===== config.mk =====
export PLATFORM = sky130hd
export DESIGN_NAME = cu_pipe
export DESIGN_NICKNAME = d
export VERILOG_FILES = /design/src/rtl/cu_pkg.sv /design/src/rtl/cu_decode.sv /design/src/rtl/cu_pipe.sv
export SDC_FILE = /design/constraint.sdc
export NUM_CORES = 1
export LEC_CHECK = 0
export ABC_AREA = 1
export CAP_MARGIN = 15
export CORE_MARGIN = 8
export CORE_UTILIZATION = 43
export CTS_CLUSTER_DIAMETER = 200
export DETAILED_ROUTE_END_ITERATION = 8
export HOLD_SLACK_MARGIN = 0.02
export PLACE_DENSITY = 0.87
export SLEW_MARGIN = 20
export SYNTH_ARGS = -nofsm -noshare
export SYNTH_HDL_FRONTEND = slang
export SYNTH_SLANG_ARGS = --single-unit

===== constraint.sdc =====
create_clock -name clk -period 1.9 [get_ports clk]
set_input_delay 0.38 -clock clk [delete_from_list [all_inputs] [get_ports clk]]
set_output_delay 0.38 -clock clk [all_outputs]
set_load 0.005 [all_outputs]

===== src/rtl/cu_pkg.sv =====
// Shared definitions for the pipelined RV32I control unit.
//   Opcode constants, RAM-op and ALU-op encodings, PC-select codes,
//   the ID/EX control word (ctrl_t) and the RUN/KILL state type.
package cu_pkg;

  localparam logic [6:0] OP_R      = 7'b0110011;
  localparam logic [6:0] OP_I      = 7'b0010011;
  localparam logic [6:0] OP_LOAD   = 7'b0000011;
  localparam logic [6:0] OP_STORE  = 7'b0100011;
  localparam logic [6:0] OP_BRANCH = 7'b1100011;
  localparam logic [6:0] OP_JAL    = 7'b1101111;
  localparam logic [6:0] OP_JALR   = 7'b1100111;
  localparam logic [6:0] OP_LUI    = 7'b0110111;
  localparam logic [6:0] OP_AUIPC  = 7'b0010111;

  localparam logic [2:0] RAM_LB  = 3'b000;
  localparam logic [2:0] RAM_LH  = 3'b001;
  localparam logic [2:0] RAM_LW  = 3'b010;
  localparam logic [2:0] RAM_LBU = 3'b011;
  localparam logic [2:0] RAM_LHU = 3'b100;
  localparam logic [2:0] RAM_SB  = 3'b101;
  localparam logic [2:0] RAM_SH  = 3'b110;
  localparam logic [2:0] RAM_SW  = 3'b111;

  // aluop[4] = M op, aluop[3] = alternate (sub/sra), aluop[2:0] = func3
  localparam logic [4:0] ALU_ADD  = 5'b00000;
  localparam logic [4:0] ALU_SLT  = 5'b00010;
  localparam logic [4:0] ALU_SLTU = 5'b00011;
  localparam logic [4:0] ALU_SUB  = 5'b01000;

  typedef enum logic [1:0] {
    PCS_SEQ  = 2'b00,
    PCS_BR   = 2'b01,
    PCS_JAL  = 2'b10,
    PCS_JALR = 2'b11
  } pcs_e;

  typedef enum logic {
    ST_RUN  = 1'b0,
    ST_KILL = 1'b1
  } state_e;

  typedef struct packed {
    logic       illegal;
    logic       rwe;
    logic       mwe;
    logic [2:0] ramop;
    logic [4:0] aluop;
    logic       isimm;
    logic       is20;
    logic       isfpc;
    logic       isfm;
    logic       ispc4;
    pcs_e       pcs;   // PCS_BR means "conditional", resolved with ex_c in EX
    logic [4:0] rd;
    logic [4:0] rs1;
    logic [4:0] rs2;
  } ctrl_t;

  function automatic logic [2:0] load_ramop(input logic [2:0] f3);
    case (f3)
      3'b000:  return RAM_LB;
      3'b001:  return RAM_LH;
      3'b010:  return RAM_LW;
      3'b100:  return RAM_LBU;
      default: return RAM_LHU;
    endcase
  endfunction

endpackage


===== src/rtl/cu_decode.sv =====
// Combinational RV32I(+M) decoder: instruction word -> control word.
//   instr_i     32-bit instruction in IF/ID
//   ctrl_o      decoded control word (illegal ops have rwe/mwe/pcs cleared)
//   rs1_used_o  instruction reads rs1
//   rs2_used_o  instruction reads rs2 (R/S/B types only)
module cu_decode
  import cu_pkg::*;
#(
  parameter int HAS_M = 1
) (
  input  logic [31:0] instr_i,
  output ctrl_t       ctrl_o,
  output logic        rs1_used_o,
  output logic        rs2_used_o
);

  logic [6:0] op;
  logic [2:0] f3;
  logic [6:0] f7;
  logic       ill;

  assign op = instr_i[6:0];
  assign f3 = instr_i[14:12];
  assign f7 = instr_i[31:25];

  always_comb begin
    ctrl_o     = '0;
    ctrl_o.rd  = instr_i[11:7];
    ctrl_o.rs1 = instr_i[19:15];
    ctrl_o.rs2 = instr_i[24:20];
    rs1_used_o = 1'b0;
    rs2_used_o = 1'b0;
    ill        = 1'b0;
    case (op)
      OP_R: begin
        rs1_used_o = 1'b1;
        rs2_used_o = 1'b1;
        ctrl_o.rwe = 1'b1;
        if (f7 == 7'b0000001) begin
          if (HAS_M != 0) ctrl_o.aluop = {2'b10, f3};
          else            ill = 1'b1;
        end else if (f7 == 7'b0000000) begin
          ctrl_o.aluop = {2'b00, f3};
        end else if (f7 == 7'b0100000 && (f3 == 3'b000 || f3 == 3'b101)) begin
          ctrl_o.aluop = {2'b01, f3};
        end else begin
          ill = 1'b1;
        end
      end
      OP_I: begin
        rs1_used_o   = 1'b1;
        ctrl_o.rwe   = 1'b1;
        ctrl_o.isimm = 1'b1;
        ctrl_o.aluop = {2'b00, f3};
        // shift-immediates carry func7 in the upper immediate bits
        if (f3 == 3'b001 && f7 != 7'b0000000) ill = 1'b1;
        if (f3 == 3'b101) begin
          if (f7 == 7'b0100000)      ctrl_o.aluop = {2'b01, f3};
          else if (f7 != 7'b0000000) ill = 1'b1;
        end
      end
      OP_LOAD: begin
        rs1_used_o   = 1'b1;
        ctrl_o.rwe   = 1'b1;
        ctrl_o.isimm = 1'b1;
        ctrl_o.isfm  = 1'b1;
        ctrl_o.ramop = load_ramop(f3);
        if (f3 == 3'b011 || f3[2:1] == 2'b11) ill = 1'b1;
      end
      OP_STORE: begin
        rs1_used_o   = 1'b1;
        rs2_used_o   = 1'b1;
        ctrl_o.mwe   = 1'b1;
        ctrl_o.isimm = 1'b1;
        ctrl_o.isfm  = 1'b1;
        case (f3)
          3'b000:  ctrl_o.ramop = RAM_SB;
          3'b001:  ctrl_o.ramop = RAM_SH;
          3'b010:  ctrl_o.ramop = RAM_SW;
          default: ill = 1'b1;
        endcase
      end
      OP_BRANCH: begin
        rs1_used_o = 1'b1;
        rs2_used_o = 1'b1;
        ctrl_o.pcs = PCS_BR;
        case (f3)
          3'b000, 3'b001: ctrl_o.aluop = ALU_SUB;
          3'b100, 3'b101: ctrl_o.aluop = ALU_SLT;
          3'b110, 3'b111: ctrl_o.aluop = ALU_SLTU;
          default:        ill = 1'b1;
        endcase
      end
      OP_JAL: begin
        ctrl_o.rwe   = 1'b1;
        ctrl_o.is20  = 1'b1;
        ctrl_o.ispc4 = 1'b1;
        ctrl_o.pcs   = PCS_JAL;
      end
      OP_JALR: begin
        rs1_used_o   = 1'b1;
        ctrl_o.rwe   = 1'b1;
        ctrl_o.isimm = 1'b1;
        ctrl_o.ispc4 = 1'b1;
        ctrl_o.pcs   = PCS_JALR;
        if (f3 != 3'b000) ill = 1'b1;
      end
      OP_LUI: begin
        ctrl_o.rwe   = 1'b1;
        ctrl_o.isimm = 1'b1;
        ctrl_o.is20  = 1'b1;
      end
      OP_AUIPC: begin
        ctrl_o.rwe   = 1'b1;
        ctrl_o.isimm = 1'b1;
        ctrl_o.is20  = 1'b1;
        ctrl_o.isfpc = 1'b1;
      end
      default: ill = 1'b1;
    endcase
    // an illegal op still occupies an EX slot but must have no side effects
    if (ill) begin
      ctrl_o.rwe = 1'b0;
      ctrl_o.mwe = 1'b0;
      ctrl_o.pcs = PCS_SEQ;
      rs1_used_o = 1'b0;
      rs2_used_o = 1'b0;
    end
    if (ctrl_o.rd == 5'd0) ctrl_o.rwe = 1'b0;
    ctrl_o.illegal = ill;
  end

endmodule


===== src/rtl/cu_pipe.sv =====
// Pipelined control unit: decodes IF/ID, registers the control word into ID/EX.
//   clk, rst_n        clock, asynchronous active-low reset
//   id_valid/id_ready IF/ID handshake (ready = taken or dropped this cycle)
//   id_instr          instruction word
//   ex_c              EX branch condition
//   mdu_busy          multi-cycle M unit busy, freezes EX
//   ex_*              ID/EX control word outputs, ex_pcs resolved with ex_c
//   redirect          PC must load target this cycle
module cu_pipe
  import cu_pkg::*;
#(
  parameter int HAS_M        = 1,
  parameter int FLUSH_CYCLES = 1,
  parameter int REG_AW       = 5
) (
  input  logic              clk,
  input  logic              rst_n,
  input  logic              id_valid,
  output logic              id_ready,
  input  logic [31:0]       id_instr,
  input  logic              ex_c,
  input  logic              mdu_busy,
  output logic              ex_valid,
  output logic [1:0]        ex_pcs,
  output logic              ex_rwe,
  output logic              ex_mwe,
  output logic [2:0]        ex_ramop,
  output logic [3+HAS_M:0]  ex_aluop,
  output logic              ex_isimm,
  output logic              ex_is20,
  output logic              ex_isfpc,
  output logic              ex_isfm,
  output logic              ex_ispc4,
  output logic [REG_AW-1:0] ex_rd,
  output logic [REG_AW-1:0] ex_rs1,
  output logic [REG_AW-1:0] ex_rs2,
  output logic              ex_illegal,
  output logic              redirect
);

  localparam logic [1:0] KILL_INIT = 2'(FLUSH_CYCLES);

  ctrl_t      dec;
  logic       dec_rs1_used;
  logic       dec_rs2_used;
  ctrl_t      ex_q, ex_d;
  logic       ex_valid_q, ex_valid_d;
  state_e     state_q;
  logic [1:0] kill_cnt_q;
  logic [1:0] pcs_w;
  logic       hazard;

  cu_decode #(.HAS_M(HAS_M)) u_decode (
    .instr_i    (id_instr),
    .ctrl_o     (dec),
    .rs1_used_o (dec_rs1_used),
    .rs2_used_o (dec_rs2_used)
  );

  always_comb begin
    pcs_w = 2'b00;
    if (ex_valid_q) begin
      if (ex_q.pcs == PCS_BR) pcs_w = ex_c ? 2'b01 : 2'b00;
      else                    pcs_w = ex_q.pcs;
    end
  end

  assign redirect = ex_valid_q & (pcs_w != 2'b00);

  // load in EX whose destination is read by the instruction in ID
  assign hazard = ex_valid_q & ex_q.isfm & ex_q.rwe & (ex_q.rd != 5'd0) &
                  ((dec_rs1_used & (ex_q.rd == dec.rs1)) |
                   (dec_rs2_used & (ex_q.rd == dec.rs2)));

  always_comb begin
    id_ready   = 1'b0;
    ex_valid_d = ex_valid_q;
    ex_d       = ex_q;
    if (mdu_busy) begin
      // EX frozen, nothing accepted
    end else if (redirect || state_q == ST_KILL) begin
      id_ready   = id_valid;  // wrong-path instruction dropped
      ex_valid_d = 1'b0;
      ex_d       = '0;
    end else if (id_valid && hazard) begin
      ex_valid_d = 1'b0;
      ex_d       = '0;
    end else begin
      id_ready   = id_valid;
      ex_valid_d = id_valid;
      ex_d       = id_valid ? dec : '0;
    end
    if (!rst_n) id_ready = 1'b0;
  end

  // ID -> EX boundary
  always_ff @(posedge clk or negedge rst_n) begin
    if (!rst_n) begin
      ex_valid_q <= 1'b0;
      ex_q       <= '0;
    end else begin
      ex_valid_q <= ex_valid_d;
      ex_q       <= ex_d;
    end
  end

  // Kill window: counts non-stalled cycles after the redirect cycle
  always_ff @(posedge clk or negedge rst_n) begin
    if (!rst_n) begin
      state_q    <= ST_RUN;
      kill_cnt_q <= 2'd0;
    end else if (!mdu_busy) begin
      case (state_q)
        ST_RUN: begin
          if (redirect) begin
            state_q    <= ST_KILL;
            kill_cnt_q <= KILL_INIT;
          end
        end
        ST_KILL: begin
          if (kill_cnt_q <= 2'd1) begin
            state_q    <= ST_RUN;
            kill_cnt_q <= 2'd0;
          end else begin
            kill_cnt_q <= kill_cnt_q - 2'd1;
          end
        end
        default: state_q <= ST_RUN;
      endcase
    end
  end

  assign ex_valid   = ex_valid_q;
  assign ex_pcs     = pcs_w;
  assign ex_rwe     = ex_valid_q & ex_q.rwe;
  assign ex_mwe     = ex_valid_q & ex_q.mwe;
  assign ex_ramop   = ex_q.ramop;
  assign ex_aluop   = ex_q.aluop[3+HAS_M:0];
  assign ex_isimm   = ex_q.isimm;
  assign ex_is20    = ex_q.is20;
  assign ex_isfpc   = ex_q.isfpc;
  assign ex_isfm    = ex_q.isfm;
  assign ex_ispc4   = ex_q.ispc4;
  assign ex_rd      = ex_q.rd[REG_AW-1:0];
  assign ex_rs1     = ex_q.rs1[REG_AW-1:0];
  assign ex_rs2     = ex_q.rs2[REG_AW-1:0];
  assign ex_illegal = ex_valid_q & ex_q.illegal;

endmodule


---- Word level (Yosys, flattened, before mapping) ----
Cells that the tools add are included.
storage, ports and cells
  bits in registers ....................... 37
  input port bits ......................... 37
  output and inout bits ................... 36
  logic and storage cells ................. 135
cells by class
  add/subtract/negate cells ............... 1
  magnitude comparators ................... 1
  eq/ne operators ......................... 23
  mux-type cells .......................... 54
  bitwise gates (word level) .............. 13
  reduce and logical (&&, ||, !) cells .... 26
operators by type and width
  operator                                        number
  two-way mux 33 bit                              3
  two-way mux 1 bit                               31
  == test 7 x 6 -> 1 bit (second input constant)  4
  == test 7 bit (second input constant)           3
  OR reduction 6 bit                              3
  two-way mux 5 bit                               3
  case mux 5 bit (3 select lines)                 1
  == test 7 x 5 -> 1 bit (second input constant)  2
  == test 3 bit (second input constant)           4
  two-way mux 2 bit                               6
  case mux 3 bit (4 select lines)                 1
  case mux 4 bit (3 select lines)                 1
  AND 1 bit                                       10
  == test 5 bit                                   2
  OR reduction 2 bit                              5
  case mux 3 bit (3 select lines)                 1
  OR reduction 3 bit                              3
  two-way mux 4 bit                               2
  == test 7 x 1 -> 1 bit (second input constant)  1
  == test 7 x 2 -> 1 bit (second input constant)  1
  logical NOT 7 bit                               1
  case mux 1 bit (7 select lines)                 1
  nonzero test 7 bit                              1
  OR reduction 7 bit                              1
  other kinds (21)                                27

---- Depth between registers and ports, before layout ----
  depth in word-level cells ............... 16
  gate-level depth with buffers ........... 15
  mapped depth without buffers ............ 13

---- Hierarchy ----
Synthesis repeated with hierarchy kept, for this count alone.
second synthesis, totals
  cell total of the unflattened synthesis .. 399
  area total of the unflattened synthesis .. 2780.2 µm²
by module, submodules not included
  module     instances  cells each  area each (µm²)  seq. area each (µm²)
  cu_pipe    1          259         2062.0           925.9
  cu_decode  1          140         718.2            0.0

---- Least setup slack after synthesis ----
OpenSTA, ideal clock, no wires.
  kind .................................... input -> output
  start ................................... input port id_instr[1]
  end ..................................... output port id_ready
  arrival time ............................ 1.520 ns
  data required time ...................... 1.520 ns
  setup slack ............................. 0.000 ns
  stages .................................. 13
  buffers on the path ..................... 1
  cell sequence ........................... nand2_1 -> inv_2 -> nand2_2 -> nor2_1 -> nand2_1 -> nand2_1 -> nor2_1 -> nand4_1 -> nand2_1 -> nand2_2 -> buf_6 -> o21ai_1 -> inv_1
on the way
  word-level cells in the longest chain between the ends .. 12
  elaborated cells between the ends (all ways) .. 26
  those cells by class .................... 9 x eq/ne; 9 x mux; 4 x bitwise; 4 x reduce/logical
RTL lines
  what                                                                         RTL line                      text
  start: declaration                                                           cu_pipe.sv:20                 input logic [31:0] id_instr,
  == test 7 bit, or another cell as far along                                  cu_decode.sv:34               case (op)
  OR reduction 3 bit (no line) / OR reduction 6 bit (equally long branches)    n/a
  case mux 1 bit (7 select lines) / two-way mux 1 bit (equally long branches)  cu_decode.sv:34
  two-way mux 1 bit                                                            cu_decode.sv:122              if (ill) begin
  AND 1 bit (on tied branches)                                                 cu_pipe.sv:72, cu_pipe.sv:73
  OR 1 bit (*)                                                                 cu_pipe.sv:72                 ((dec_rs1_used & (ex_q.rd == dec.rs1)) |
  AND 1 bit (*)                                                                cu_pipe.sv:71                 assign hazard = ex_valid_q & ex_q.isfm & ex_q.rwe & (ex_q.rd != 5'd0) &
  logical AND 1 bit (*)                                                        cu_pipe.sv:85                 end else if (id_valid && hazard) begin
  two-way mux 1 bit (*)                                                        cu_pipe.sv:85
  two-way mux 1 bit (*)                                                        cu_pipe.sv:81                 end else if (redirect || state_q == ST_KILL) begin
  two-way mux 1 bit (*)                                                        cu_pipe.sv:79                 if (mdu_busy) begin
  two-way mux 1 bit (*)                                                        cu_pipe.sv:93                 if (!rst_n) id_ready = 1'b0;
  end: declaration                                                             cu_pipe.sv:19                 output logic id_ready,
Mark *: on every way between the ends. The rest lies on a longest branch, timed or not.

---- Worst setup path in the final report ----
  start ................................... register ex_q, in the netlist ex_rd[1]
  end ..................................... output port id_ready
on the way
  word-level cells in the longest chain between the ends .. 9
  elaborated cells between the ends (all ways) .. 13
  those cells by class .................... 2 x eq/ne; 4 x mux; 5 x bitwise; 2 x reduce/logical
RTL lines
  what                              RTL line                      text
  start: declaration                cu_pipe.sv:46                 ctrl_t ex_q, ex_d;
  start signal: assignment          cu_pipe.sv:100                ex_q <= '0;
  start signal: assignment          cu_pipe.sv:103                ex_q <= ex_d;
  == test 5 bit (on tied branches)  cu_pipe.sv:72, cu_pipe.sv:73
  AND 1 bit (on tied branches)      cu_pipe.sv:72, cu_pipe.sv:73
  OR 1 bit                          cu_pipe.sv:72
  AND 1 bit (*)                     cu_pipe.sv:71
  logical AND 1 bit (*)             cu_pipe.sv:85
  two-way mux 1 bit (*)             cu_pipe.sv:85
  two-way mux 1 bit (*)             cu_pipe.sv:81
  two-way mux 1 bit (*)             cu_pipe.sv:79
  two-way mux 1 bit (*)             cu_pipe.sv:93
Marked as above.

==> results.txt <==
outcome -> complete, but fails checks
violated checks -> setup timing
Worst slew margin -> 0.692
number of DRC markers in iteration 0 -> 116
instance count along the most critical hold path -> 2
portion of the post-synthesis area used by sequential elements -> 0.376
kind of start point of the critical path -> flip-flop
count of standard-cell rows -> 27
Min-Delay Startpoint -> ex_ramop[2]$_DFFE_PN0N_
Top Usage Layer GRT -> met2
Max Transition Viols Final -> 0
worst reg-to-reg path cell count -> 10
met1 Use GR -> 0.216
number of distinct library cells after synthesis -> 30
synthesis warning total -> 0
Post-synth EDFFs -> 0
GRT met2 Usage -> 0.354
number of instances in the synthesized netlist -> 337
minimum hold slack -> 0.483 ns
layout filler cell count -> 406
Die Ht -> 91.7 um
number of setup violations in the final report -> 17
Critical Path Slowest Stage Cell -> sky130_fd_sc_hd__dfrtp_1
TritonCTS clock tree -> built
power density over the cells -> 560 mW/mm^2
Tmin final -> 2.21 ns
async set-reset flop share out of synthesis -> 1.00
last weighted congestion value of the routability-driven placer -> 0.922
Largest delay share family, worst path -> simple AND/OR/NAND/NOR gates
multi-input gate area in the final layout -> 0.00133 sq mm
Avg Synthesized Cell Area -> 7.31 sq um
average detailed-routed wire length per instance -> 15.5 um
detailed-route vias per instance -> 5.07
total standard cell area after synthesis -> 0.00246 sq mm
IR Drop Worst-Case VDD -> 0.303 mV
number of clock sinks -> 37
clock slew seen by the registers of the worst setup and hold paths -> 0.08 ns
number of I/O pins -> 73
Congestion Overflow GR -> 0
worst hold path type -> reg2reg
# DRC -> 0
R2R Path End -> ex_q[31]$_DFFE_PN0N_
RSZ-0062 raised after global routing -> yes
number of H-tree levels -> 2
Pre-Repair DR Iteration Count -> 4
floorplan die area -> 0.00841 sq mm
clock latency at the later pin of the worst-skew pair -> 0.29 ns
share of final-layout standard cells stronger than drive strength 1 -> 0.378
Main synth FF type -> sky130_fd_sc_hd__dfrtp_1
min setup slack post-route -> -0.305 ns
remaining number of nets flagged by the antenna check after routing -> 0
number of nets in the layout -> 517
CP Capture Type -> output pin
Layout Area Growth over Synthesis -> 62.6%
end point of the worst hold path -> ex_ramop[2]$_DFFE_PN0N_
fmax -> 0.453 GHz
Max Root-Sink Buffers -> 2
final hold vios -> 0
number of buffers inserted during clock tree synthesis -> 5
synthesized netlist net count -> 374
vias in the first global route -> 2943
cell leakage power -> 2.04 nW
critical path data arrival time -> 1.83 ns
buffer cell driving the clock tree root -> sky130_fd_sc_hd__clkbuf_8
die outline width -> 91.7 um
ordered cell list for the critical path -> xor2_1, nor2_1, nand4_1, nor2_1, nand3_1, nand2_1, nand2_2, o21ai_2, inv_1, buf_2
count of inserted antenna diode cells -> 0
max-capacitance violation count -> 0
Worst EP required -> 1.52 ns
detailed placement HPWL -> 5890 um
Critical Path Fanout Max -> 4
core area -> 0.00551 sq mm
overall power -> 2.24 mW
port bufs -> 72
worst setup path startpoint -> ex_rd[1]$_DFFE_PN0N_
sequential cell area -> 930 sq um
buffers and inverters on the worst path -> 2
initial core utilization -> 0.448
slack of the worst reg-to-reg path -> -0.24 ns
pin count of the biggest net entering global routing -> 38
total track usage -> 0.194
Final Cycle Share -> 1.16
delay of the slowest cell on the worst path -> 0.45 ns
global-route met3 utilization -> 0.0489
overall via count from detail_route -> 2806
Detailed Route WL -> 8570 um
beginning of the worst register-to-register path -> ex_rd[0]$_DFFE_PN0N_
Crit Path Class -> reg2out
#FFs+latches synth -> 37
global-route wire length before repair -> 13600 um
Critical Path Most Common Cell -> sky130_fd_sc_hd__nor2_1
slew at the pin with the worst max-slew slack -> 0.463 ns
initial antenna violation count -> 0
setup skew after layout -> 0.00595 ns
-- Yosys cell counts (2+ instances only) --
cell | count | area, sq um
sky130_fd_sc_hd__a21oi_1 | 5 | 25.0
sky130_fd_sc_hd__buf_4 | 24 | 180
sky130_fd_sc_hd__buf_6 | 2 | 22.5
sky130_fd_sc_hd__clkbuf_1 | 4 | 15.0
sky130_fd_sc_hd__dfrtp_1 | 37 | 926
sky130_fd_sc_hd__inv_1 | 25 | 93.8
sky130_fd_sc_hd__inv_2 | 9 | 33.8
sky130_fd_sc_hd__nand2_1 | 98 | 368
sky130_fd_sc_hd__nand2_2 | 3 | 18.8
sky130_fd_sc_hd__nand3_1 | 18 | 90.1
sky130_fd_sc_hd__nand3_2 | 13 | 130
sky130_fd_sc_hd__nand4_1 | 6 | 37.5
sky130_fd_sc_hd__nor2_1 | 28 | 105
sky130_fd_sc_hd__nor2_2 | 10 | 62.6
sky130_fd_sc_hd__nor2_4 | 2 | 22.5
sky130_fd_sc_hd__nor3_1 | 7 | 35.0
sky130_fd_sc_hd__nor4_1 | 3 | 18.8
sky130_fd_sc_hd__o21ai_0 | 13 | 65.1
sky130_fd_sc_hd__o21ai_1 | 12 | 60.1
sky130_fd_sc_hd__xnor2_1 | 4 | 35.0
sky130_fd_sc_hd__xor2_1 | 5 | 43.8
-- worst min-delay path, stage by stage, from the launching register on --
cell and delay, ns:
sky130_fd_sc_hd__dfrtp_1 0.34, sky130_fd_sc_hd__nand2_1 0.05, sky130_fd_sc_hd__nand2_1 0.06
-- stage by stage --
stage               area (sq um)  setup WS [ns]  instances  TNS (ns)   util
detailed placement          3550         -0.943        515    -19.99  0.645
finish                      4010         -0.305        553     -1.99  0.728
global route                4010         -0.460        553     -6.30  0.728
global placement            3550         -0.936        515    -19.65  0.645
CTS                         3980         -0.262        551     -1.17  0.722
floorplan                   2470         0.0199        337         0      -
-- timing repair --
action	CTS	global route
pin swaps	37	9
endpoints found under the setup margin	38	36
setup buffers	32	2
hold buffers	0	0
resized for setup	106	8
-- cell usage in the layout, fill, tap and decap left out, drive strengths merged --
cell type / instances
buf: 104
nand2: 101
clkdlybuf4s50: 41
nor2: 40
dfrtp: 37
inv: 34
nand3: 31
o21ai: 25
dlygate4sd2: 16
clkbuf: 8
nor3: 7
nand4: 6
clkdlybuf4s15: 6
xor2: 5
a21oi: 5
xnor2: 4
nor4: 3
o211a: 1
o211ai: 1
and3: 1
a22oi: 1
a22o: 1
a211oi: 1
a221oi: 1
bufinv: 1
-- cell type report --
| type | instances | share of cell area |
|---|---|---|
| multi-input cells | 234 | 0.333 |
| repair buffers | 168 | 0.352 |
| inverters | 34 | 0.0325 |
| well taps | 72 | 0.0225 |
| clock buffers | 7 | 0.0215 |
| clock inverters | 1 | 0.00749 |
| flip-flops and latches | 37 | 0.232 |
-- cells by family (layout without fill, tap and decap cells) --
kind of cell	after synthesis	after routing	synth area share
AND/OR/NAND/NOR	189	189	0.363
buffers and inverters	66	210	0.148
flip-flops	37	37	0.376
AO/OA/AOI/OAI	36	36	0.0812
XOR/XNOR	9	9	0.0320
-- worst max-delay path by stage --
stage                    end  slack, ns  cells after the start
detailed placement  id_ready      -0.94                     14
floorplan           id_ready       0.02                     13
global placement    id_ready      -0.94                     14
finish              id_ready      -0.31                     10
CTS                 id_ready      -0.26                     10
global route        id_ready      -0.46                     10
-- routing by layer --
layer,part of all wire,vias to the layer above
met5,0,-
met4,0.023,0
met3,0.069,25
met2,0.50,117
met1,0.41,1324
li1,-,1340
-- state kept, by name (all words and copies together) (netlist names) --
| register | flops |
|---|---|
| ex_aluop | 5 |
| ex_is20 | 1 |
| ex_isfm | 1 |
| ex_isfpc | 1 |
| ex_isimm | 1 |
| ex_ispc4 | 1 |
| ex_q | 5 |
| ex_ramop | 3 |
| ex_rd | 5 |
| ex_rs1 | 5 |
| ex_rs2 | 5 |
| ex_valid | 1 |
| kill_cnt_q | 2 |
| state_q | 1 |
-- report_power, final --
group / leakage, nW / switching (mW) / internal (mW)
Clock: 0.0585 / 0.277 / 0.428
Sequential: 0.494 / 0.0562 / 0.851
Combinational: 1.49 / 0.295 / 0.337
No activity file was read; power rests on OpenSTA's default activity.
